## config.mk

```make
export PLATFORM = sky130hd
export DESIGN_NAME = rr_tagged_out_queue
export DESIGN_NICKNAME = d
export VERILOG_FILES = /design/src/rtl/rr_tagged_out_queue_pkg.sv /design/src/rtl/src_occupancy_counter.sv /design/src/rtl/rr_tagged_out_queue.sv
export SDC_FILE = /design/constraint.sdc
export NUM_CORES = 1
export LEC_CHECK = 0
export ABC_CLOCK_PERIOD_IN_PS = 4200
export CAP_MARGIN = 20
export CORE_ASPECT_RATIO = 2
export CORE_MARGIN = 2
export CORE_UTILIZATION = 35
export DETAILED_ROUTE_END_ITERATION = 7
export PLACE_DENSITY_LB_ADDON = 0.12
export RECOVER_POWER = 50
export SYNTH_ARGS = -nofsm -noshare
export SYNTH_HDL_FRONTEND = slang
export SYNTH_SLANG_ARGS = --single-unit
```

## constraint.sdc

```tcl
create_clock -name clk -period 4.2 [get_ports clk]
set_input_delay 0.63 -clock clk [delete_from_list [all_inputs] [get_ports clk]]
set_output_delay 0.63 -clock clk [all_outputs]
set_load 0.01 [all_outputs]
```

## src/rtl/rr_tagged_out_queue_pkg.sv

```systemverilog
`default_nettype none
// ============================================================================
// Module   : rr_tagged_out_queue_pkg
// Purpose  : Shared constants, entry type and width helpers for the
//            tagged output queue that follows the 4-way round-robin arbiter.
// Revision : 1.0 - initial release
// ============================================================================
package rr_tagged_out_queue_pkg;

  localparam int NSRC   = 4;
  localparam int TAGW   = $clog2(NSRC);
  localparam int DATA_W = 8;

  // One queue entry: the arbiter's chosen source plus its payload.
  typedef struct packed {
    logic [TAGW-1:0]   tag;
    logic [DATA_W-1:0] data;
  } entry_t;

  // Total-occupancy counter width: must represent 0..entries inclusive.
  function automatic int count_w(input int entries);
    return $clog2(entries) + 1;
  endfunction

  // Per-source counter width: must represent 0..cap inclusive.
  function automatic int cnt_w(input int cap);
    return $clog2(cap) + 1;
  endfunction

endpackage
`default_nettype wire

```

## src/rtl/src_occupancy_counter.sv

```systemverilog
`default_nettype none
// ============================================================================
// Module   : src_occupancy_counter
// Purpose  : Tracks how many queue entries one source currently holds and
//            flags when that source has reached its residency cap.
// Revision : 1.0 - initial release
// ============================================================================
module src_occupancy_counter #(
  parameter int CAP = 4,
  parameter int W   = 3
) (
  input  logic         clk,
  input  logic         reset,
  input  logic         i_inc,
  input  logic         i_dec,
  output logic [W-1:0] o_cnt,
  output logic         o_at_cap
);

  logic [W-1:0] r_cnt;

  // Occupancy update; simultaneous inc and dec cancel out.
  always_ff @(posedge clk) begin
    if (reset) begin
      r_cnt <= '0;
    end else if (i_inc && !i_dec) begin
      r_cnt <= r_cnt + W'(1);
    end else if (i_dec && !i_inc) begin
      r_cnt <= r_cnt - W'(1);
    end
  end

  assign o_cnt    = r_cnt;
  assign o_at_cap = (r_cnt == W'(CAP));

  // The enqueue gating should make these unreachable.
  a_no_overflow : assert property (@(posedge clk) disable iff (reset)
    (i_inc && !i_dec) |-> (r_cnt != W'(CAP)));
  a_no_underflow : assert property (@(posedge clk) disable iff (reset)
    (i_dec && !i_inc) |-> (r_cnt != '0));

endmodule
`default_nettype wire

```

## src/rtl/rr_tagged_out_queue.sv

```systemverilog
`default_nettype none
// ============================================================================
// Module   : rr_tagged_out_queue
// Purpose  : FIFO of {tag, data} pairs behind the round-robin arbiter, with a
//            per-source residency cap so no single source can fill the queue.
// Revision : 1.0 - initial release
// ============================================================================
module rr_tagged_out_queue
  import rr_tagged_out_queue_pkg::*;
#(
  parameter int ENTRIES = 8,
  parameter int WIDTH   = 8,
  parameter int SRC_CAP = 4
) (
  input  logic                         clk,
  input  logic                         reset,
  input  logic                         io_enq_valid,
  output logic                         io_enq_ready,
  input  logic [WIDTH-1:0]             io_enq_bits,
  input  logic [TAGW-1:0]              io_enq_tag,
  output logic                         io_deq_valid,
  input  logic                         io_deq_ready,
  output logic [WIDTH-1:0]             io_deq_bits,
  output logic [TAGW-1:0]              io_deq_tag,
  output logic [count_w(ENTRIES)-1:0]  io_count,
  output logic [NSRC-1:0]              io_src_full
);

  localparam int PW   = $clog2(ENTRIES);
  localparam int CNTW = count_w(ENTRIES);
  localparam int CW   = cnt_w(SRC_CAP);
  localparam int EW   = TAGW + WIDTH;

  logic [EW-1:0]   r_mem [ENTRIES];
  logic [PW-1:0]   r_wptr;
  logic [PW-1:0]   r_rptr;
  logic [CNTW-1:0] r_count;

  logic            w_full;
  logic            w_enq_fire;
  logic            w_deq_fire;
  logic [EW-1:0]   w_head;
  logic [NSRC-1:0] w_src_full;
  logic [CW-1:0]   w_cnt [NSRC];
  logic [CNTW-1:0] w_cnt_sum;

  // Fullness comes from the occupancy count, so wptr == rptr is unambiguous.
  assign w_full       = (r_count == CNTW'(ENTRIES));
  // Ready depends only on queue state and the offered tag, never on valid or deq_ready.
  assign io_enq_ready = !w_full && !w_src_full[io_enq_tag];
  assign io_deq_valid = (r_count != '0);
  assign w_enq_fire   = io_enq_valid && io_enq_ready;
  assign w_deq_fire   = io_deq_valid && io_deq_ready;

  assign w_head       = r_mem[r_rptr];
  assign io_deq_bits  = w_head[WIDTH-1:0];
  assign io_deq_tag   = w_head[EW-1:WIDTH];
  assign io_count     = r_count;
  assign io_src_full  = w_src_full;

  // Storage write; contents are deliberately left unreset.
  always_ff @(posedge clk) begin
    if (w_enq_fire && !reset) begin
      r_mem[r_wptr] <= {io_enq_tag, io_enq_bits};
    end
  end

  // Pointer and total-occupancy update; simultaneous enq/deq leaves count unchanged.
  always_ff @(posedge clk) begin
    if (reset) begin
      r_wptr  <= '0;
      r_rptr  <= '0;
      r_count <= '0;
    end else begin
      if (w_enq_fire) r_wptr <= r_wptr + PW'(1);
      if (w_deq_fire) r_rptr <= r_rptr + PW'(1);
      if (w_enq_fire && !w_deq_fire)      r_count <= r_count + CNTW'(1);
      else if (w_deq_fire && !w_enq_fire) r_count <= r_count - CNTW'(1);
    end
  end

  // One occupancy counter per source, stepped by the tags of the two handshakes.
  generate
    for (genvar gi = 0; gi < NSRC; gi++) begin : g_src
      src_occupancy_counter #(
        .CAP (SRC_CAP),
        .W   (CW)
      ) u_cnt (
        .clk      (clk),
        .reset    (reset),
        .i_inc    (w_enq_fire && (io_enq_tag == TAGW'(gi))),
        .i_dec    (w_deq_fire && (io_deq_tag == TAGW'(gi))),
        .o_cnt    (w_cnt[gi]),
        .o_at_cap (w_src_full[gi])
      );
    end
  endgenerate

  // Sum of per-source occupancies, used only to cross-check the total count.
  always_comb begin
    w_cnt_sum = '0;
    for (int i = 0; i < NSRC; i++) begin
      w_cnt_sum = w_cnt_sum + CNTW'(w_cnt[i]);
    end
  end

  a_cnt_sum : assert property (@(posedge clk) disable iff (reset)
    w_cnt_sum == r_count);

endmodule
`default_nettype wire

```

Yosys cells after proc, flatten, opt, wreduce, memory -nomap -nowiden. Memories as Yosys holds them, arrays and structs flattened. A register that Yosys moved wholly into a read port is not among the register bits. Cells that the tools add are included.

Register bits: 22. Bits in writable memories: 80. Bits of input ports: 14. Output and inout port bits: 20. Logic and storage cells: 91. Memories kept: 1.

Memory list: r_mem (depth 8, width 10, rd ports 1, clocked after memory_dff 1, write ports 1, RTL line rr_tagged_out_queue.sv:34) `logic [EW-1:0] r_mem [ENTRIES];`.

Add/sub/neg operators: 12. Magnitude comparators: 1. Eq/ne operators: 11. Mux-type cells: 16. Reductions and logical operators: 43.

Operators with widths (count): 2-to-1 mux 3 bit (10); logical AND 1 bit (22); adder 3 x 1 -> 3 bit, second input constant (6); logical NOT 1 bit (13); == test 3 bit, second input constant (4); subtractor 3 x 1 -> 3 bit, second input constant (4); nonzero test 2 bit (5); == test 2 bit, second input constant (4); 2-to-1 mux 4 bit (2); adder 4 x 1 -> 4 bit, second input constant (1); == test 2 x 1 -> 1 bit, second input constant (2); == test 4 bit, second input constant (1); logical NOT 2 bit (2); nonzero test 4 bit (1); subtractor 4 x 1 -> 4 bit, second input constant (1); less-than comparator 2 x 3 -> 1 bit, second input constant (1); 2-to-1 mux 1 bit (3); binary-select mux 1 bit (select 2 bit) (1).

Longest topological paths before layout. Gate-level depths: netlist of run 1.

Depth in word-level cells: 11. Depth in mapped cells: 11. Depth with buffers taken out: 11.

Modules after synthesis. From an unflattened synthesis of run 1, not the netlist that was laid out.

Cells, all modules: 266. Area total of the unflattened synthesis: 4389.2 um^2.

By module, submodules not included: rr_tagged_out_queue (instances 1, cells an instance 202, area an instance 3753.6 um^2, seq. area each 2662.6 um^2); src_occupancy_counter (instances 4, cells an instance 16, area an instance 158.9 um^2, seq. area each 60.1 um^2).

Worst setup path after synthesis of run 1. Ideal clock, no wire load.

Kind: input to register. Start point: input io_enq_tag[1]. End point: memory r_mem[0][0] in the netlist's numbering (enable). Setup time: 0.403 ns. Arrival time: 2.441 ns. Required time: 3.797 ns. Slack: 1.355 ns. Cell stages on the path: 4. Path buffers: 0. Path through: mux2_2 -> o22ai_2 -> nand2b_1 -> nor4_1.

Cells in the longest elaborated chain, start to end: 8.

Ends and longest elaborated chain: start: declaration (RTL line rr_tagged_out_queue.sv:20) `input logic [TAGW-1:0] io_enq_tag,`; binary-select mux 1 bit (select 2 bit) (RTL line rr_tagged_out_queue.sv:50) `assign io_enq_ready = !w_full && !w_src_full[io_enq_tag];`; 2-to-1 mux 1 bit (not written as such) (RTL line rr_tagged_out_queue.sv:50); logical NOT 1 bit (RTL line rr_tagged_out_queue.sv:50); logical AND 1 bit (RTL line rr_tagged_out_queue.sv:50); logical AND 1 bit (RTL line rr_tagged_out_queue.sv:52) `assign w_enq_fire = io_enq_valid && io_enq_ready;`; named net w_enq_fire (RTL line rr_tagged_out_queue.sv:40) `logic w_enq_fire;`; logical AND 1 bit (RTL line rr_tagged_out_queue.sv:63) `if (w_enq_fire && !reset) begin`; 2-to-1 mux 1 bit (RTL line rr_tagged_out_queue.sv:63); 2-to-1 mux 1 bit (not written as such) (RTL line rr_tagged_out_queue.sv:64) `r_mem[r_wptr] <= {io_enq_tag, io_enq_bits};`; end: declaration (RTL line rr_tagged_out_queue.sv:34).

The timed path passes the listed nets, and every way through them passes these cells. The select of a mux whose other input is x is not followed.

Final worst setup path of run 1.
Start point: input io_enq_tag[1]. End point: register r_count[3] (netlist: io_count[3]).

Cells in the longest elaborated chain, start to end: 8. Elaborated cells on any way between the ends: 10. Those cells by class: 3 x mux; 7 x reduce/logical.

Ends and longest elaborated chain: binary-select mux 1 bit (select 2 bit) * (RTL line rr_tagged_out_queue.sv:50); 2-to-1 mux 1 bit (not written as such) * (RTL line rr_tagged_out_queue.sv:50); logical NOT 1 bit * (RTL line rr_tagged_out_queue.sv:50); logical AND 1 bit * (RTL line rr_tagged_out_queue.sv:50); logical AND 1 bit * (RTL line rr_tagged_out_queue.sv:52); named net w_enq_fire (RTL line rr_tagged_out_queue.sv:40); logical NOT 1 bit (RTL line rr_tagged_out_queue.sv:78) `else if (w_deq_fire && !w_enq_fire) r_count <= r_count - CNTW'(1);`; logical AND 1 bit (RTL line rr_tagged_out_queue.sv:78); nonzero test 2 bit (no line); end signal: assignment (RTL line rr_tagged_out_queue.sv:77) `if (w_enq_fire && !w_deq_fire) r_count <= r_count + CNTW'(1);`; end signal: assignment (RTL line rr_tagged_out_queue.sv:78); end: declaration (RTL line rr_tagged_out_queue.sv:37) `logic [CNTW-1:0] r_count;`.

Mark *: on every way through the listed nets, which the timed path passes. The rest lies on a longest branch. The select of a mux whose other input is x is not followed. A chain may end at the register's enable or synchronous reset.

==> metrics.txt, run 1 <==
# TYPE chip_impl_metric gauge
chip_impl_info{name="yosys_most_used_dff",value="edfxtp_1"} 1
chip_impl_metric{name="post-cts-setup-buffers",unit=""} 0
chip_impl_metric{name="cts_num_sinks",unit=""} 105
chip_impl_metric{name="post_layout_nonfiller_instances",unit=""} 464
chip_impl_metric{name="cts.hold.buffers_added",unit=""} 0
chip_impl_metric{name="synthDistinctLibCells",unit=""} 34
chip_impl_metric{name="average_via_count_per_standard_cell",unit=""} 4.97
chip_impl_metric{name="fraction_of_the_yosys_area_taken_by_sequential_cells",unit="%"} 65.9
chip_impl_metric{name="synth_top_cell_area_share",unit="%"} 54.5
chip_impl_metric{name="synth_edf_count",unit=""} 80
chip_impl_metric{name="fin_crit",unit="ns"} 3.63
chip_impl_metric{name="num_vias",unit=""} 2306
chip_impl_metric{name="grt_usage",unit="%"} 13.3
chip_impl_metric{name="fp.coreArea",unit="mm^2"} 0.0124
chip_impl_metric{name="die_x",unit="um"} 83.3
chip_impl_metric{name="num_antenna_cells",unit=""} 0
chip_impl_metric{name="instance_count_of_the_mapped_netlist",unit=""} 265
chip_impl_metric{name="firstDrtPassIters",unit=""} 4
chip_impl_metric{name="finalWeightedCongestion",unit=""} 0.734
chip_impl_metric{name="clock.fmax",unit="MHz"} 275
chip_impl_metric{name="std_cell_rows",unit=""} 58
chip_impl_metric{name="cts_inserted_buffers",unit=""} 9
chip_impl_info{name="critPathCaptureType",value="flip-flop"} 1
chip_impl_info{name="start_kind",value="input port"} 1
chip_impl_metric{name="globalRouteOverflowTotal",unit=""} 0
chip_impl_metric{name="fraction_of_layout_instances_using_a_drive_strength_above_1",unit="%"} 18.5
chip_impl_metric{name="worstSkewPairLatency",unit="ns"} 0.35
chip_impl_metric{name="grt_antenna_before_repair",unit=""} 0
chip_impl_metric{name="fp.dieArea",unit="mm^2"} 0.0136
chip_impl_metric{name="path_clk_slew",unit="ns"} 0.07
chip_impl_metric{name="finalHoldViolCount",unit=""} 0
chip_impl_metric{name="global_route_wire_length_before_repair",unit="um"} 13300
chip_impl_info{name="synth_top_cell_by_area",value="edfxtp_1"} 1
chip_impl_metric{name="maximum_number_of_pins_on_one_net_before_global_route_repair",unit=""} 28
chip_impl_info{name="run_status",value="complete, no violations"} 1
chip_impl_metric{name="cellLeakagePower",unit="nW"} 1.80
chip_impl_metric{name="die_y",unit="um"} 163
chip_impl_metric{name="drt_wl_total",unit="um"} 8540
chip_impl_info{name="min_path_type",value="flip-flop to flip-flop"} 1
chip_impl_metric{name="period_share",unit="%"} 86.5
chip_impl_metric{name="nets",unit=""} 337
chip_impl_metric{name="cp_max_fo",unit=""} 14
chip_impl_metric{name="cap_viol_max_count",unit=""} 0
chip_impl_info{name="cts_tree",value="yes"} 1
chip_impl_metric{name="drtAntennaViolNets",unit=""} 0
chip_impl_metric{name="timing_worst_slew_pin_value",unit="ns"} 0.648
chip_impl_metric{name="synth_area_per_cell",unit="um^2"} 16.6
chip_impl_metric{name="post_cts_resize_count",unit=""} 0
chip_impl_metric{name="ys_warn_count",unit=""} 0
chip_impl_metric{name="critical_path_arrival",unit="ns"} 3.91
chip_impl_metric{name="synth_seq_cells",unit=""} 105
chip_impl_metric{name="remaining_drc_errors",unit=""} 0
chip_impl_info{name="clock_root_buffer",value="clkbuf_16"} 1
chip_impl_metric{name="detailedRoute.firstIterationViolations",unit=""} 82
chip_impl_metric{name="post-layout-total-power",unit="mW"} 3.02
chip_impl_metric{name="fill_cell_count",unit=""} 1123
chip_impl_metric{name="number_of_port_buffers",unit=""} 33
chip_impl_metric{name="setup_viol",unit=""} 0
chip_impl_metric{name="maxSlewHeadroom",unit="%"} 56.7
chip_impl_info{name="setup.worst_path.start",value="io_enq_tag[1]"} 1
chip_impl_metric{name="detailroute.wirelength.met2",unit="um"} 4570
chip_impl_metric{name="max-vdd-ir-drop",unit="mV"} 0.237
chip_impl_info{name="min_from",value="g_src[1].u_cnt.o_cnt[2]"} 1
chip_impl_metric{name="synthesis.nets",unit=""} 293
chip_impl_metric{name="setup_total_negative_slack",unit="ns"} 0
chip_impl_metric{name="place_inst",unit=""} 448
chip_impl_info{name="path_class",value="input port to flip-flop"} 1
chip_impl_metric{name="required",unit="ns"} 4.48
chip_impl_metric{name="asyncSetResetFlopFracSynth",unit="%"} 0
chip_impl_metric{name="pwr_density_cell",unit="mW/mm^2"} 577
chip_impl_metric{name="cts_buffer_depth",unit=""} 2
chip_impl_metric{name="place.detailed.hpwl",unit="um"} 5570
chip_impl_metric{name="synthToLayoutAreaGrowth",unit="%"} 18.7
chip_impl_info{name="setup_repair_after_global_routing_missed_its_margin",value="no"} 1
chip_impl_info{name="layout_commonest_cell",value="edfxtp_1"} 1
chip_impl_metric{name="post_synth_instance_area",unit="mm^2"} 0.00441
chip_impl_metric{name="rrSetupSlack",unit="ns"} 0.89
chip_impl_metric{name="clock_tree.htree_level_count",unit=""} 3
chip_impl_metric{name="met3RoutedLength",unit="um"} 259
chip_impl_metric{name="maxSlewViolCount",unit=""} 0
chip_impl_info{name="synth.area.top_cells",value="edfxtp_1 (55%), dfxtp_1 (11%), mux4_2 (8.7%)"} 1
chip_impl_metric{name="top_level_ports",unit=""} 34
chip_impl_metric{name="fin_worst_skew",unit="ns"} 0.0120
chip_impl_metric{name="floorplan.initialDensity",unit="%"} 35.5
chip_impl_info{name="dr.max_layer_used",value="met4"} 1
chip_impl_info{name="commonest_cells_after_routing_fill_and_taps_aside",value="edfxtp_1 (80), dfxtp_1 (25), nor2_1 (23)"} 1
chip_impl_metric{name="detail_route.wirelength.met1",unit="um"} 3610
chip_impl_metric{name="wire_per_inst",unit="um"} 18.4
chip_impl_metric{name="vias_in_the_first_global_route",unit=""} 2501
[routing by layer]
metal	global-route usage, %	up-vias
li1	-	1101
met1	16.0	1168
met2	23.0	32
met3	3.50	5
met4	4.69	0
met5	0	-
[logic make-up after synthesis]
group                    synth area share, %
AO/OA/AOI/OAI                           2.24
XOR/XNOR                                2.78
adder cells (fa/ha/maj)                 4.83
buffers and inverters                   2.19
flip-flops                              65.9
multiplexers                            15.2
AND/OR/NAND/NOR                         6.87
[worst paths after layout]
path | endpoint | depth (start not counted)
worst max-delay path | io_count[3] | 12
worst min-delay path | g_src[1].u_cnt.o_cnt[2] | 2
worst max register to register | g_src[3].u_cnt.o_cnt[2] | 10
worst min register to register | g_src[1].u_cnt.o_cnt[2] | 2
[per-stage QoR]
stage / util (%) / hold WS (ns) / instance area (um^2) / setup WS, ns
after floorplan: - / 0.453 / 4410 / 1.36
after global placement: 39.9 / 0.460 / 4950 / 0.605
after detailed placement: 39.9 / 0.480 / 4950 / 0.505
after CTS: 42.2 / 0.489 / 5240 / 0.872
after global routing: 42.1 / 0.521 / 5230 / 0.379
final: 42.1 / 0.486 / 5230 / 0.566
[flip-flops by register name, summed over array words and instances, names as in the netlist, named ones only]
register,cells
r_wptr,3
g_src.u_cnt.o_cnt,12
r_mem,80
r_rptr,3
io_count,4
[cells in the mapped netlist, types with 2 or more instances]
master	n
mux2_2	11
xnor2_1	3
nand3b_1	2
ha_1	9
fa_1	5
or3_1	6
nand2_1	6
nor3b_1	6
buf_6	2
buf_4	4
mux4_2	17
nor2_1	23
dfxtp_1	25
mux4_1	3
clkbuf_1	4
buf_2	2
nand2b_1	3
nor3_1	4
nor4_1	2
o21ai_0	5
inv_1	5
a21oi_1	9
mux2i_1	7
nand3_1	3
xor2_1	11
edfxtp_1	80
[worst max-delay path: stages]
cell           delay (ns)
dlygate4sd3_1        0.87
mux2_1               0.41
o22ai_2              0.16
clkbuf_1             0.33
ha_1                 0.25
inv_1                0.10
ha_1                 0.27
a21o_1               0.18
a21oi_1              0.18
xnor2_1              0.10
or3_1                0.30
a21oi_1              0.14
[final cells by class]
type | count | area [um^2] | area share (%)
inverters | 5 | 18.8 | 0.359
flip-flops and latches | 105 | 2900 | 55.5
multi-input cells | 143 | 1420 | 27.1
repair buffers | 45 | 417 | 7.97
clock inverters | 7 | 61.3 | 1.17
well taps | 150 | 188 | 3.59
clock buffers | 9 | 225 | 4.31
[report_power, final]
group	total [mW]	internal [mW]	leakage (nW)	switching, mW
registers	1.32	1.22	0.927	0.0962
logic	0.898	0.485	0.730	0.413
clock network	0.801	0.416	0.146	0.386
total	3.02	2.12	1.80	0.895
No activity file was read; power rests on OpenSTA's default activity.
==> run 2: changes to the inputs <==
Settings changed: ABC_CLOCK_PERIOD_IN_PS 4200 to 3300.
Clock period 4.2 ns to 3.3 ns, I/O delays scaled along.
==> metrics.txt, run 2 (synthesized netlist as in run 1, its figures left out) <==
# TYPE chip_impl_metric gauge
chip_impl_metric{name="post-cts-setup-buffers",unit=""} 0
chip_impl_info{name="path_cells",value="mux4_1 > mux2_1 > nor2b_1 > nand2_1 > ha_1 > inv_1 > fa_1 > xor2_1 > or3_1 > a21oi_1"} 1
chip_impl_metric{name="fp.dieArea",unit="mm^2"} 0.0136
chip_impl_metric{name="number_of_port_buffers",unit=""} 33
chip_impl_metric{name="largest_reg_flops",unit=""} 80
chip_impl_metric{name="vias_in_the_first_global_route",unit=""} 2559
chip_impl_metric{name="top_level_ports",unit=""} 34
chip_impl_info{name="run_status",value="complete, no violations"} 1
chip_impl_metric{name="worstSkewPairLatency",unit="ns"} 0.34
chip_impl_metric{name="globalRouteOverflowTotal",unit=""} 0
chip_impl_info{name="clock_root_buffer",value="clkbuf_16"} 1
chip_impl_metric{name="floorplan.initialDensity",unit="%"} 35.5
chip_impl_info{name="critPathCaptureType",value="flip-flop"} 1
chip_impl_metric{name="required",unit="ns"} 3.58
chip_impl_metric{name="grt_usage",unit="%"} 13.6
chip_impl_info{name="min_path_type",value="flip-flop to flip-flop"} 1
chip_impl_metric{name="cap_viol_max_count",unit=""} 0
chip_impl_metric{name="finalHoldViolCount",unit=""} 0
chip_impl_metric{name="place_inst",unit=""} 454
chip_impl_metric{name="pwr_density_cell",unit="mW/mm^2"} 741
chip_impl_metric{name="average_via_count_per_standard_cell",unit=""} 4.99
chip_impl_metric{name="num_antenna_cells",unit=""} 0
chip_impl_metric{name="slowest_delay",unit="ns"} 0.58
chip_impl_metric{name="nets",unit=""} 343
chip_impl_info{name="timing.rr.end",value="g_src[3].u_cnt.o_cnt[2]"} 1
chip_impl_metric{name="drtAntennaViolNets",unit=""} 0
chip_impl_metric{name="finalInstanceArea",unit="mm^2"} 0.00528
chip_impl_metric{name="post_cts_resize_count",unit=""} 0
chip_impl_metric{name="dpl-instance-area",unit="mm^2"} 0.00499
chip_impl_metric{name="cts_buffer_depth",unit=""} 2
chip_impl_metric{name="period_share",unit="%"} 89.8
chip_impl_metric{name="post-layout-total-power",unit="mW"} 3.91
chip_impl_info{name="layout_commonest_cell",value="edfxtp_1"} 1
chip_impl_metric{name="cts_inserted_buffers",unit=""} 9
chip_impl_info{name="path_class",value="flip-flop to flip-flop"} 1
chip_impl_metric{name="global_route_wire_length_before_repair",unit="um"} 13900
chip_impl_info{name="min_to",value="g_src[3].u_cnt.o_cnt[2]"} 1
chip_impl_metric{name="fin_worst_skew",unit="ns"} 0.00945
chip_impl_metric{name="std_cell_rows",unit=""} 58
chip_impl_metric{name="rrSetupSlack",unit="ns"} 0.34
chip_impl_metric{name="fp.coreArea",unit="mm^2"} 0.0124
chip_impl_metric{name="setup_viol",unit=""} 0
chip_impl_metric{name="remaining_drc_errors",unit=""} 0
chip_impl_metric{name="detailedRoute.firstIterationViolations",unit=""} 114
chip_impl_metric{name="place.detailed.hpwl",unit="um"} 5630
chip_impl_metric{name="setup_total_negative_slack",unit="ns"} 0
chip_impl_metric{name="maximum_number_of_pins_on_one_net_before_global_route_repair",unit=""} 28
chip_impl_metric{name="max-vdd-ir-drop",unit="mV"} 0.329
chip_impl_metric{name="die_x",unit="um"} 83.3
chip_impl_metric{name="fraction_of_layout_instances_using_a_drive_strength_above_1",unit="%"} 18.8
chip_impl_metric{name="cts.hold.buffers_added",unit=""} 0
chip_impl_metric{name="whs_path_depth",unit=""} 2
chip_impl_metric{name="critical_path_buf_inv_count",unit=""} 1
chip_impl_metric{name="clock.fmax",unit="MHz"} 338
chip_impl_metric{name="clock_tree.htree_level_count",unit=""} 3
chip_impl_metric{name="grt_antenna_before_repair",unit=""} 0
chip_impl_metric{name="wire_per_inst",unit="um"} 18.1
chip_impl_info{name="crit_family",value="multiplexers"} 1
chip_impl_metric{name="r2r_cells",unit=""} 10
chip_impl_info{name="setup_repair_after_global_routing_missed_its_margin",value="no"} 1
chip_impl_metric{name="path_clk_slew",unit="ns"} 0.07
chip_impl_metric{name="num_vias",unit=""} 2346
chip_impl_metric{name="die_y",unit="um"} 163
chip_impl_metric{name="cts_num_sinks",unit=""} 105
chip_impl_metric{name="maxSlewViolCount",unit=""} 0
chip_impl_metric{name="drt_wl_total",unit="um"} 8490
chip_impl_metric{name="timing_worst_slew_pin_value",unit="ns"} 0.492
chip_impl_metric{name="maxSlewHeadroom",unit="%"} 67.1
chip_impl_metric{name="fin_crit",unit="ns"} 2.96
chip_impl_metric{name="cellLeakagePower",unit="nW"} 1.82
chip_impl_info{name="critical-path-slowest-cell",value="mux4_1"} 1
chip_impl_info{name="min_from",value="g_src[3].u_cnt.o_cnt[2]"} 1
chip_impl_metric{name="synthToLayoutAreaGrowth",unit="%"} 19.7
chip_impl_info{name="top_register",value="r_mem"} 1
chip_impl_metric{name="post_layout_nonfiller_instances",unit=""} 470
chip_impl_info{name="cts_tree",value="yes"} 1
chip_impl_info{name="commonest_cells_after_routing_fill_and_taps_aside",value="edfxtp_1 (80), dfxtp_1 (25), nor2_1 (23)"} 1
chip_impl_metric{name="finalWeightedCongestion",unit=""} 0.738
chip_impl_metric{name="cp_max_fo",unit=""} 4
chip_impl_metric{name="firstDrtPassIters",unit=""} 4
chip_impl_metric{name="critical_path_arrival",unit="ns"} 3.24
chip_impl_info{name="start_kind",value="flip-flop"} 1
run 2: cell types whose count changed in the layout (fill, tap and decap cells not counted), sizes merged:
cell	delta
clkbuf	+4
buf	+3
clkinv	-2
bufinv	+1
clkdlybuf4s50	+1
clkinvlp	+1
dlygate4sd3	-1
inv	-1
run 2: how the worst max path moves through the flow:
stage / endpoint / slack [ns] / cells past startpoint
2_1_floorplan: g_src[2].u_cnt.o_cnt[2] / 0.58 / 11
3_3_place_gp: io_count[3] / 0.12 / 11
3_5_place_dp: io_count[3] / 0.04 / 11
4_1_cts: io_deq_bits[2] / 0.33 / 4
5_1_grt: io_count[3] / 0.14 / 11
6_report: g_src[3].u_cnt.o_cnt[2] / 0.34 / 10
run 2: final cells by class:
type | count | area, um^2
clock buffer | 10 | 229
fill | 1113 | 7130
clock inverter | 6 | 71.3
multi-input combinational | 143 | 1420
tap | 150 | 188
inverter | 5 | 18.8
timing repair buffer | 51 | 450
sequential | 105 | 2900
run 2: per-stage QoR:
stage | hold WS, ns | util, % | setup slack, ns
6_report | 0.484 | 42.5 | 0.337
5_1_grt | 0.527 | 42.5 | 0.145
3_3_place_gp | 0.462 | 40.3 | 0.125
4_1_cts | 0.486 | 42.7 | 0.329
2_1_floorplan | 0.453 | - | 0.584
3_5_place_dp | 0.475 | 40.3 | 0.0394
run 2: metal layers:
| metal | vias up | global-route usage [%] | wire, um |
|---|---|---|---|
| met2 | 37 | 23.2 | 4430 |
| met1 | 1186 | 16.9 | 3690 |
| met4 | 0 | 4.47 | 112 |
| met5 | - | 0 | 0 |
| li1 | 1114 | - | - |
| met3 | 9 | 3.35 | 262 |
run 2: report_power, final:
| part | leakage (nW) | internal (mW) | switching, mW | total, mW |
|---|---|---|---|---|
| clock | 0.145 | 0.598 | 0.480 | 1.08 |
| sequential | 0.927 | 1.55 | 0.113 | 1.67 |
| combinational | 0.747 | 0.630 | 0.537 | 1.17 |
| total | 1.82 | 2.78 | 1.13 | 3.91 |
run 2: tightest hold or removal path, cell delays in order, from the launching register on:
cell and delay (ns):
dfxtp_1 0.32, o21ai_0 0.07, a21oi_1 0.06
==> run 3: changes to the inputs <==
Settings changed: GPL_TIMING_DRIVEN from default to 1.
==> results of run 3 <==
Same layout as run 2: the final DEF is identical, and so are final timing and power.
